### src/rtl/asyalu_pkg.sv
// Shared types and default parameters for the self-timed ALU initiator.
package asyalu_pkg;

    typedef enum logic [2:0] {
        ST_DRAIN,
        ST_IDLE,
        ST_SETUP,
        ST_REQ_HI,
        ST_REQ_LO,
        ST_RESP,
        ST_RECOVER
    } state_e;

    typedef logic [3:0] op_t;

    localparam int SYNC_STAGES_DEF = 2;
    localparam int SETUP_CYC_DEF   = 1;
    localparam int TIMEOUT_DEF     = 255;
    localparam int CLR_CYC_DEF     = 4;

endpackage

### src/rtl/asyalu_initiator_if.sv
// Command, ALU 4-phase and response signals bundled between initiator and its environment.
interface asyalu_initiator_if;
    import asyalu_pkg::*;

    logic       cmd_valid_i;
    logic       cmd_ready_o;
    op_t        cmd_op_i;
    logic       start_o;
    op_t        op_o;
    logic       clr_n_o;
    logic       ack_i;
    logic [3:0] dout_i;
    logic       flag_i;
    logic       rsp_valid_o;
    logic       rsp_ready_i;
    logic [3:0] rsp_dout_o;
    logic       rsp_flag_o;
    logic       rsp_timeout_o;

    modport master (
        input  cmd_valid_i, cmd_op_i, ack_i, dout_i, flag_i, rsp_ready_i,
        output cmd_ready_o, start_o, op_o, clr_n_o,
               rsp_valid_o, rsp_dout_o, rsp_flag_o, rsp_timeout_o
    );

    modport slave (
        output cmd_valid_i, cmd_op_i, ack_i, dout_i, flag_i, rsp_ready_i,
        input  cmd_ready_o, start_o, op_o, clr_n_o,
               rsp_valid_o, rsp_dout_o, rsp_flag_o, rsp_timeout_o
    );

endinterface

### src/rtl/asyalu_sync.sv
// Multi-flop synchronizer for a single asynchronous level, cleared to 0 on reset.
module asyalu_sync #(
    parameter int DEPTH = 2
) (
    input  logic clk,
    input  logic rst,
    input  logic d_i,
    output logic q_o
);

    logic [DEPTH-1:0] sync_q;
    logic [DEPTH-1:0] sync_d;

    always_comb begin
        sync_d = {sync_q[DEPTH-2:0], d_i};
    end

    always_ff @(posedge clk) begin
        if (rst) begin
            sync_q <= '0;
        end else begin
            sync_q <= sync_d;
        end
    end

    assign q_o = sync_q[DEPTH-1];

endmodule

### src/rtl/asyalu_initiator.sv
// 4-phase initiator for a self-timed ALU: accepts a command, runs one request/ack
// cycle with per-phase timeout and clear-based recovery, then holds the response.
module asyalu_initiator
    import asyalu_pkg::*;
#(
    parameter int SYNC_STAGES = SYNC_STAGES_DEF,
    parameter int SETUP_CYC   = SETUP_CYC_DEF,
    parameter int TIMEOUT     = TIMEOUT_DEF,
    parameter int CLR_CYC     = CLR_CYC_DEF
) (
    input logic               clk,
    input logic               rst,
    asyalu_initiator_if.master bus
);

    localparam logic [7:0] SETUP_LAST = 8'(SETUP_CYC - 1);
    localparam logic [7:0] TMO_LAST   = 8'(TIMEOUT - 1);
    localparam logic [7:0] CLR_LAST   = 8'(CLR_CYC - 1);
    localparam logic [7:0] SYNC_FILL  = 8'(SYNC_STAGES);

    state_e     state_q, state_d;
    logic [7:0] cnt_q, cnt_d;
    logic       start_q, start_d;
    logic       clr_n_q, clr_n_d;
    op_t        op_q, op_d;
    logic [3:0] rsp_dout_q, rsp_dout_d;
    logic       rsp_flag_q, rsp_flag_d;
    logic       rsp_tmo_q, rsp_tmo_d;
    logic       ack_s;

    asyalu_sync #(
        .DEPTH (SYNC_STAGES)
    ) u_sync (
        .clk (clk),
        .rst (rst),
        .d_i (bus.ack_i),
        .q_o (ack_s)
    );

    always_comb begin
        state_d    = state_q;
        cnt_d      = cnt_q + 8'd1;
        start_d    = start_q;
        clr_n_d    = clr_n_q;
        op_d       = op_q;
        rsp_dout_d = rsp_dout_q;
        rsp_flag_d = rsp_flag_q;
        rsp_tmo_d  = rsp_tmo_q;

        case (state_q)
            ST_DRAIN: begin
                // The synchronizer restarts from 0 after reset, so ack_s is only
                // trusted once it has refilled with the live ack_i level.
                start_d = 1'b0;
                clr_n_d = 1'b1;
                if (cnt_q == SYNC_FILL) begin
                    cnt_d = cnt_q;
                    if (!ack_s) begin
                        state_d = ST_IDLE;
                        cnt_d   = '0;
                    end
                end
            end
            ST_IDLE: begin
                cnt_d = '0;
                if (bus.cmd_valid_i) begin
                    op_d    = bus.cmd_op_i;
                    state_d = ST_SETUP;
                end
            end
            ST_SETUP: begin
                if (cnt_q == SETUP_LAST) begin
                    start_d = 1'b1;
                    state_d = ST_REQ_HI;
                    cnt_d   = '0;
                end
            end
            ST_REQ_HI: begin
                // Ack is checked first so it wins over a coincident timeout.
                if (ack_s) begin
                    rsp_dout_d = bus.dout_i;
                    rsp_flag_d = bus.flag_i;
                    start_d    = 1'b0;
                    state_d    = ST_REQ_LO;
                    cnt_d      = '0;
                end else if (cnt_q == TMO_LAST) begin
                    start_d = 1'b0;
                    clr_n_d = 1'b0;
                    state_d = ST_RECOVER;
                    cnt_d   = '0;
                end
            end
            ST_REQ_LO: begin
                if (!ack_s) begin
                    rsp_tmo_d = 1'b0;
                    state_d   = ST_RESP;
                    cnt_d     = '0;
                end else if (cnt_q == TMO_LAST) begin
                    clr_n_d = 1'b0;
                    state_d = ST_RECOVER;
                    cnt_d   = '0;
                end
            end
            ST_RESP: begin
                cnt_d = '0;
                if (bus.rsp_ready_i) begin
                    state_d = ST_IDLE;
                end
            end
            ST_RECOVER: begin
                if (cnt_q == CLR_LAST) begin
                    clr_n_d    = 1'b1;
                    rsp_tmo_d  = 1'b1;
                    rsp_dout_d = '0;
                    rsp_flag_d = 1'b0;
                    state_d    = ST_RESP;
                    cnt_d      = '0;
                end
            end
            default: begin
                state_d = ST_DRAIN;
                cnt_d   = '0;
            end
        endcase
    end

    always_ff @(posedge clk) begin
        if (rst) begin
            state_q    <= ST_DRAIN;
            cnt_q      <= '0;
            start_q    <= 1'b0;
            clr_n_q    <= 1'b0;
            op_q       <= '0;
            rsp_dout_q <= '0;
            rsp_flag_q <= 1'b0;
            rsp_tmo_q  <= 1'b0;
        end else begin
            state_q    <= state_d;
            cnt_q      <= cnt_d;
            start_q    <= start_d;
            clr_n_q    <= clr_n_d;
            op_q       <= op_d;
            rsp_dout_q <= rsp_dout_d;
            rsp_flag_q <= rsp_flag_d;
            rsp_tmo_q  <= rsp_tmo_d;
        end
    end

    assign bus.start_o       = start_q;
    assign bus.clr_n_o       = clr_n_q;
    assign bus.op_o          = op_q;
    assign bus.cmd_ready_o   = (state_q == ST_IDLE);
    assign bus.rsp_valid_o   = (state_q == ST_RESP);
    assign bus.rsp_dout_o    = rsp_dout_q;
    assign bus.rsp_flag_o    = rsp_flag_q;
    assign bus.rsp_timeout_o = rsp_tmo_q;

endmodule

### src/flat_wrapper.sv
// flat-port wrapper written by rule: the top's interface ports become plain ports
module asyalu_initiator_flat import asyalu_pkg::*;
#(
    parameter int SYNC_STAGES = SYNC_STAGES_DEF,
    parameter int SETUP_CYC   = SETUP_CYC_DEF,
    parameter int TIMEOUT     = TIMEOUT_DEF,
    parameter int CLR_CYC     = CLR_CYC_DEF
)
  (clk, rst, bus_cmd_valid_i, bus_cmd_op_i, bus_ack_i, bus_dout_i, bus_flag_i, bus_rsp_ready_i, bus_cmd_ready_o, bus_start_o, bus_op_o, bus_clr_n_o, bus_rsp_valid_o, bus_rsp_dout_o, bus_rsp_flag_o, bus_rsp_timeout_o);
  asyalu_initiator_if bus_i ();
  input logic clk;
  input logic rst;
  input wire logic [$bits(bus_i.cmd_valid_i)-1:0] bus_cmd_valid_i;
  input wire logic [$bits(bus_i.cmd_op_i)-1:0] bus_cmd_op_i;
  input wire logic [$bits(bus_i.ack_i)-1:0] bus_ack_i;
  input wire logic [$bits(bus_i.dout_i)-1:0] bus_dout_i;
  input wire logic [$bits(bus_i.flag_i)-1:0] bus_flag_i;
  input wire logic [$bits(bus_i.rsp_ready_i)-1:0] bus_rsp_ready_i;
  output wire logic [$bits(bus_i.cmd_ready_o)-1:0] bus_cmd_ready_o;
  output wire logic [$bits(bus_i.start_o)-1:0] bus_start_o;
  output wire logic [$bits(bus_i.op_o)-1:0] bus_op_o;
  output wire logic [$bits(bus_i.clr_n_o)-1:0] bus_clr_n_o;
  output wire logic [$bits(bus_i.rsp_valid_o)-1:0] bus_rsp_valid_o;
  output wire logic [$bits(bus_i.rsp_dout_o)-1:0] bus_rsp_dout_o;
  output wire logic [$bits(bus_i.rsp_flag_o)-1:0] bus_rsp_flag_o;
  output wire logic [$bits(bus_i.rsp_timeout_o)-1:0] bus_rsp_timeout_o;
  assign bus_i.cmd_valid_i = bus_cmd_valid_i;
  assign bus_i.cmd_op_i = bus_cmd_op_i;
  assign bus_i.ack_i = bus_ack_i;
  assign bus_i.dout_i = bus_dout_i;
  assign bus_i.flag_i = bus_flag_i;
  assign bus_i.rsp_ready_i = bus_rsp_ready_i;
  assign bus_cmd_ready_o = bus_i.cmd_ready_o;
  assign bus_start_o = bus_i.start_o;
  assign bus_op_o = bus_i.op_o;
  assign bus_clr_n_o = bus_i.clr_n_o;
  assign bus_rsp_valid_o = bus_i.rsp_valid_o;
  assign bus_rsp_dout_o = bus_i.rsp_dout_o;
  assign bus_rsp_flag_o = bus_i.rsp_flag_o;
  assign bus_rsp_timeout_o = bus_i.rsp_timeout_o;
  asyalu_initiator #(.SYNC_STAGES(SYNC_STAGES), .SETUP_CYC(SETUP_CYC), .TIMEOUT(TIMEOUT), .CLR_CYC(CLR_CYC)) u_core (.clk(clk), .rst(rst), .bus(bus_i));
endmodule
### config.mk
export PLATFORM = sky130hd
export DESIGN_NAME = asyalu_initiator_flat
export DESIGN_NICKNAME = d
export VERILOG_FILES = /design/src/rtl/asyalu_pkg.sv /design/src/rtl/asyalu_initiator_if.sv /design/src/rtl/asyalu_sync.sv /design/src/rtl/asyalu_initiator.sv /design/src/flat_wrapper.sv
export SDC_FILE = /design/constraint.sdc
export NUM_CORES = 1
export LEC_CHECK = 0
export BUFFER_PORTS_ARGS = -buffer_cell sky130_fd_sc_hd__buf_2
export CAP_MARGIN = 5
export CELL_PAD_IN_SITES_DETAIL_PLACEMENT = 1
export CELL_PAD_IN_SITES_GLOBAL_PLACEMENT = 1
export CORE_MARGIN = 5
export CORE_UTILIZATION = 33
export CTS_BUF_LIST = sky130_fd_sc_hd__clkbuf_16
export DETAILED_ROUTE_END_ITERATION = 8
export GPL_TIMING_DRIVEN = 0
export MAX_ROUTING_LAYER = met4
export PLACE_DENSITY = 0.63
export SLEW_MARGIN = 20
export SYNTH_ARGS = -nofsm -noshare
export SYNTH_HDL_FRONTEND = slang
export SYNTH_SLANG_ARGS = --single-unit
### constraint.sdc
create_clock -name clk -period 4.1 [get_ports clk]
set_input_delay 1.025 -clock clk [delete_from_list [all_inputs] [get_ports clk]]
set_output_delay 1.025 -clock clk [all_outputs]
set_load 0.005 [all_outputs]
==> metrics.txt <==
outcome finished, final reports clean; Die Wd 74.0 um; clock skew 3.55 ps; share of cells above drive strength 1 22.7%; vias after detailed routing 1290; synthesized area 1350 um2; Clock transition at path regs 70 ps; global route hottest layer met2; met3 GRT Util 2.84%; clock sink total 25; vias in the first global route 1310; IO Pins 28; chip height 74.0 um; CTS tree yes; #FFs+latches synth 25; most frequent cells in the layout buf_2, dfxtp_1, a21oi_1; syn nets 173; CP Capture Type primary output; routed wire length 3770 um; Final TNS setup 0 ps; Worst Setup Start Kind flip-flop; Post-Synth XOR/XNOR Area 3.89%; register area 500 um2; PwrDens 452 nW/um2; Pins Over Slew Limit 0; top_reg_cell synth dfxtp_1; Post-CTS Setup Inserts 0; initial antenna violation count 0; global-route met1 utilization 20.5%; worst-case vdd ir drop 165 uV; Hold Buf Count CTS 0; Detailed Route Iter0 Violations 47; synthesized instance count 155; worst hold stages 1; Static Leak 0.613 nW; Worst slew margin 60.4%; Placement Rows 23; most common cell after layout, fill and taps aside buf_2; DRC errors left 0; first-pass GRT wire length 6400 um; Synth Area in Simple Gates 23.6%; Avg Cell Area, Syn 8.72 um2; Critical Path RT 3070 ps; r2r worst-path depth 5; main combinational cell family by area after synthesis simple AND/OR/NAND/NOR gates; Finished Layout Cells 235; cell area after layout 1620 um2; register area share after synthesis 37.0%; # diodes 0; Initial Utilization 34.0%; largest net degree at the start of global routing 15; fmax 0.393 GHz; GP Congestion 0.786; Multi-input gate area 797 um2; core area 3970 um2; post-synthesis mux area share 4.44%; nets 204; GR Util met2 24.0%; HPWL Detailed 2940 um; H-tree depth 1; number of synthesized flops with an enable pin 0; DRT antenna net count 0; placed cells 231; Post-DP Area 1540 um2; synth unique cells 46; area share of fa/ha/maj cells after synthesis 3.70%; IO Port Bufs 26; max-cap violations 0; kind of critical path reg2out; unrepaired setup endpoints after global routing no; # setup viols final 0; GRT overflow 0; ys async rst share 0%; Avg WL per Cell 16.0 um; GR Util All Layers 15.4%; crit path max fanout 10; final cycle utilization of the critical path 62.0%; clock buffer depth 2; Fillers 483; vias per inst 5.49; worst skew pair latency 260 ps; Resize count post-CTS 0; Die ar. 5470 um2; Fin. Hold Viols 0; worst hold path class reg2reg; worst slew pin tran 589 ps; area delta synth->final 20.2%; Synth Area in Compound Gates 23.3%; CTS Buf Count 3; Synth Warn # 0; root buf cell clkbuf_16; iteration count of the initial detailed-routing pass 4; post-layout min period 2540 ps; CP Data Arrival Time 1520 ps
-- synthesized netlist by cell type (2+ instances only) --
| cell | instances | area, um2 |
|---|---|---|
| dfxtp_1 | 25 | 500 |
| a21oi_1 | 14 | 70.1 |
| nand2_1 | 11 | 41.3 |
| nor2_1 | 11 | 41.3 |
| a211oi_1 | 8 | 60.1 |
| o21ai_0 | 8 | 40.0 |
| mux2i_1 | 6 | 60.1 |
| clkbuf_1 | 5 | 18.8 |
| inv_1 | 5 | 18.8 |
| nor2b_1 | 5 | 31.3 |
| ha_1 | 4 | 50.1 |
| nand3_1 | 4 | 20.0 |
| xor2_1 | 4 | 35.0 |
| nor3_1 | 3 | 15.0 |
| a311oi_1 | 2 | 17.5 |
| and3_2 | 2 | 15.0 |
| and3b_1 | 2 | 17.5 |
| and4_2 | 2 | 20.0 |
| nand2b_1 | 2 | 12.5 |
| nand4_1 | 2 | 12.5 |
| o21bai_1 | 2 | 15.0 |
| or2_2 | 2 | 12.5 |
| or3_1 | 2 | 12.5 |
| xnor2_1 | 2 | 17.5 |
-- critical path, stage by stage (launching register included) --
cell and delay (ps):
dfxtp_1 410, clkbuf_1 350, buf_2 290, nor2_1 70
buf_2 130
-- stage by stage --
step	power, W	util [%]	setup slack [ps]	hold WS [ps]
after floorplan	0.000452	-	2170	414
after global placement	0.000508	38.9	1880	422
after detailed placement	0.000521	38.9	1850	431
after CTS	0.000744	40.9	1560	447
after global routing	0.000781	40.9	1400	458
final	0.000734	40.9	1560	441
-- worst paths after layout --
| path | start | endpoint | slack, ps |
|---|---|---|---|
| max | u_core.state_q[2] | bus_cmd_ready_o | 1560 |
| min | u_core.u_sync.sync_q[0] | u_core.u_sync.sync_q[1] | 440 |
| max reg2reg | u_core.state_q[1] | u_core.cnt_q[0] | 2260 |
| min reg2reg | u_core.u_sync.sync_q[0] | u_core.u_sync.sync_q[1] | 440 |
-- sequential cells by signal, indices dropped and copies added, names as in the netlist --
register and flops:
u_core.bus.op_o 4, u_core.u_sync.sync_q 2, u_core.bus.rsp_flag_o 1, u_core.bus.clr_n_o 1, u_core.cnt_q 8, u_core.bus.rsp_dout_o 4, u_core.bus.rsp_timeout_o 1, u_core.state_q 3
u_core.bus.start_o 1
-- layer usage --
metal,part of all wire (%),vias to the layer above
li1,-,635
met1,50,628
met2,46,22
met3,2.8,5
met4,1.1,0
met5,0,-
-- kinds of logic after synthesis --
logic type,count (synthesis)
AO/OA/AOI/OAI,47
XOR/XNOR,6
adder cells (fa/ha/maj),4
buffers and inverters,13
flip-flops,25
multiplexers,6
AND/OR/NAND/NOR,54
-- where the power goes --
part           internal [W]  leakage, nW  switching, W
combinational     0.0000957        0.369      0.000121
clock              0.000132       0.0409     0.0000894
sequential         0.000265        0.203     0.0000311
-- cell type report --
| class | instances | share of cell area, % |
|---|---|---|
| multi-input combinational | 117 | 49.1 |
| tap | 50 | 3.85 |
| clock inverter | 1 | 0.308 |
| inverter | 6 | 1.39 |
| buffer | 7 | 1.93 |
| timing repair buffer | 26 | 8.01 |
| sequential | 25 | 30.8 |
| clock buffer | 3 | 4.62 |
Power figures use the tool's default switching activity.
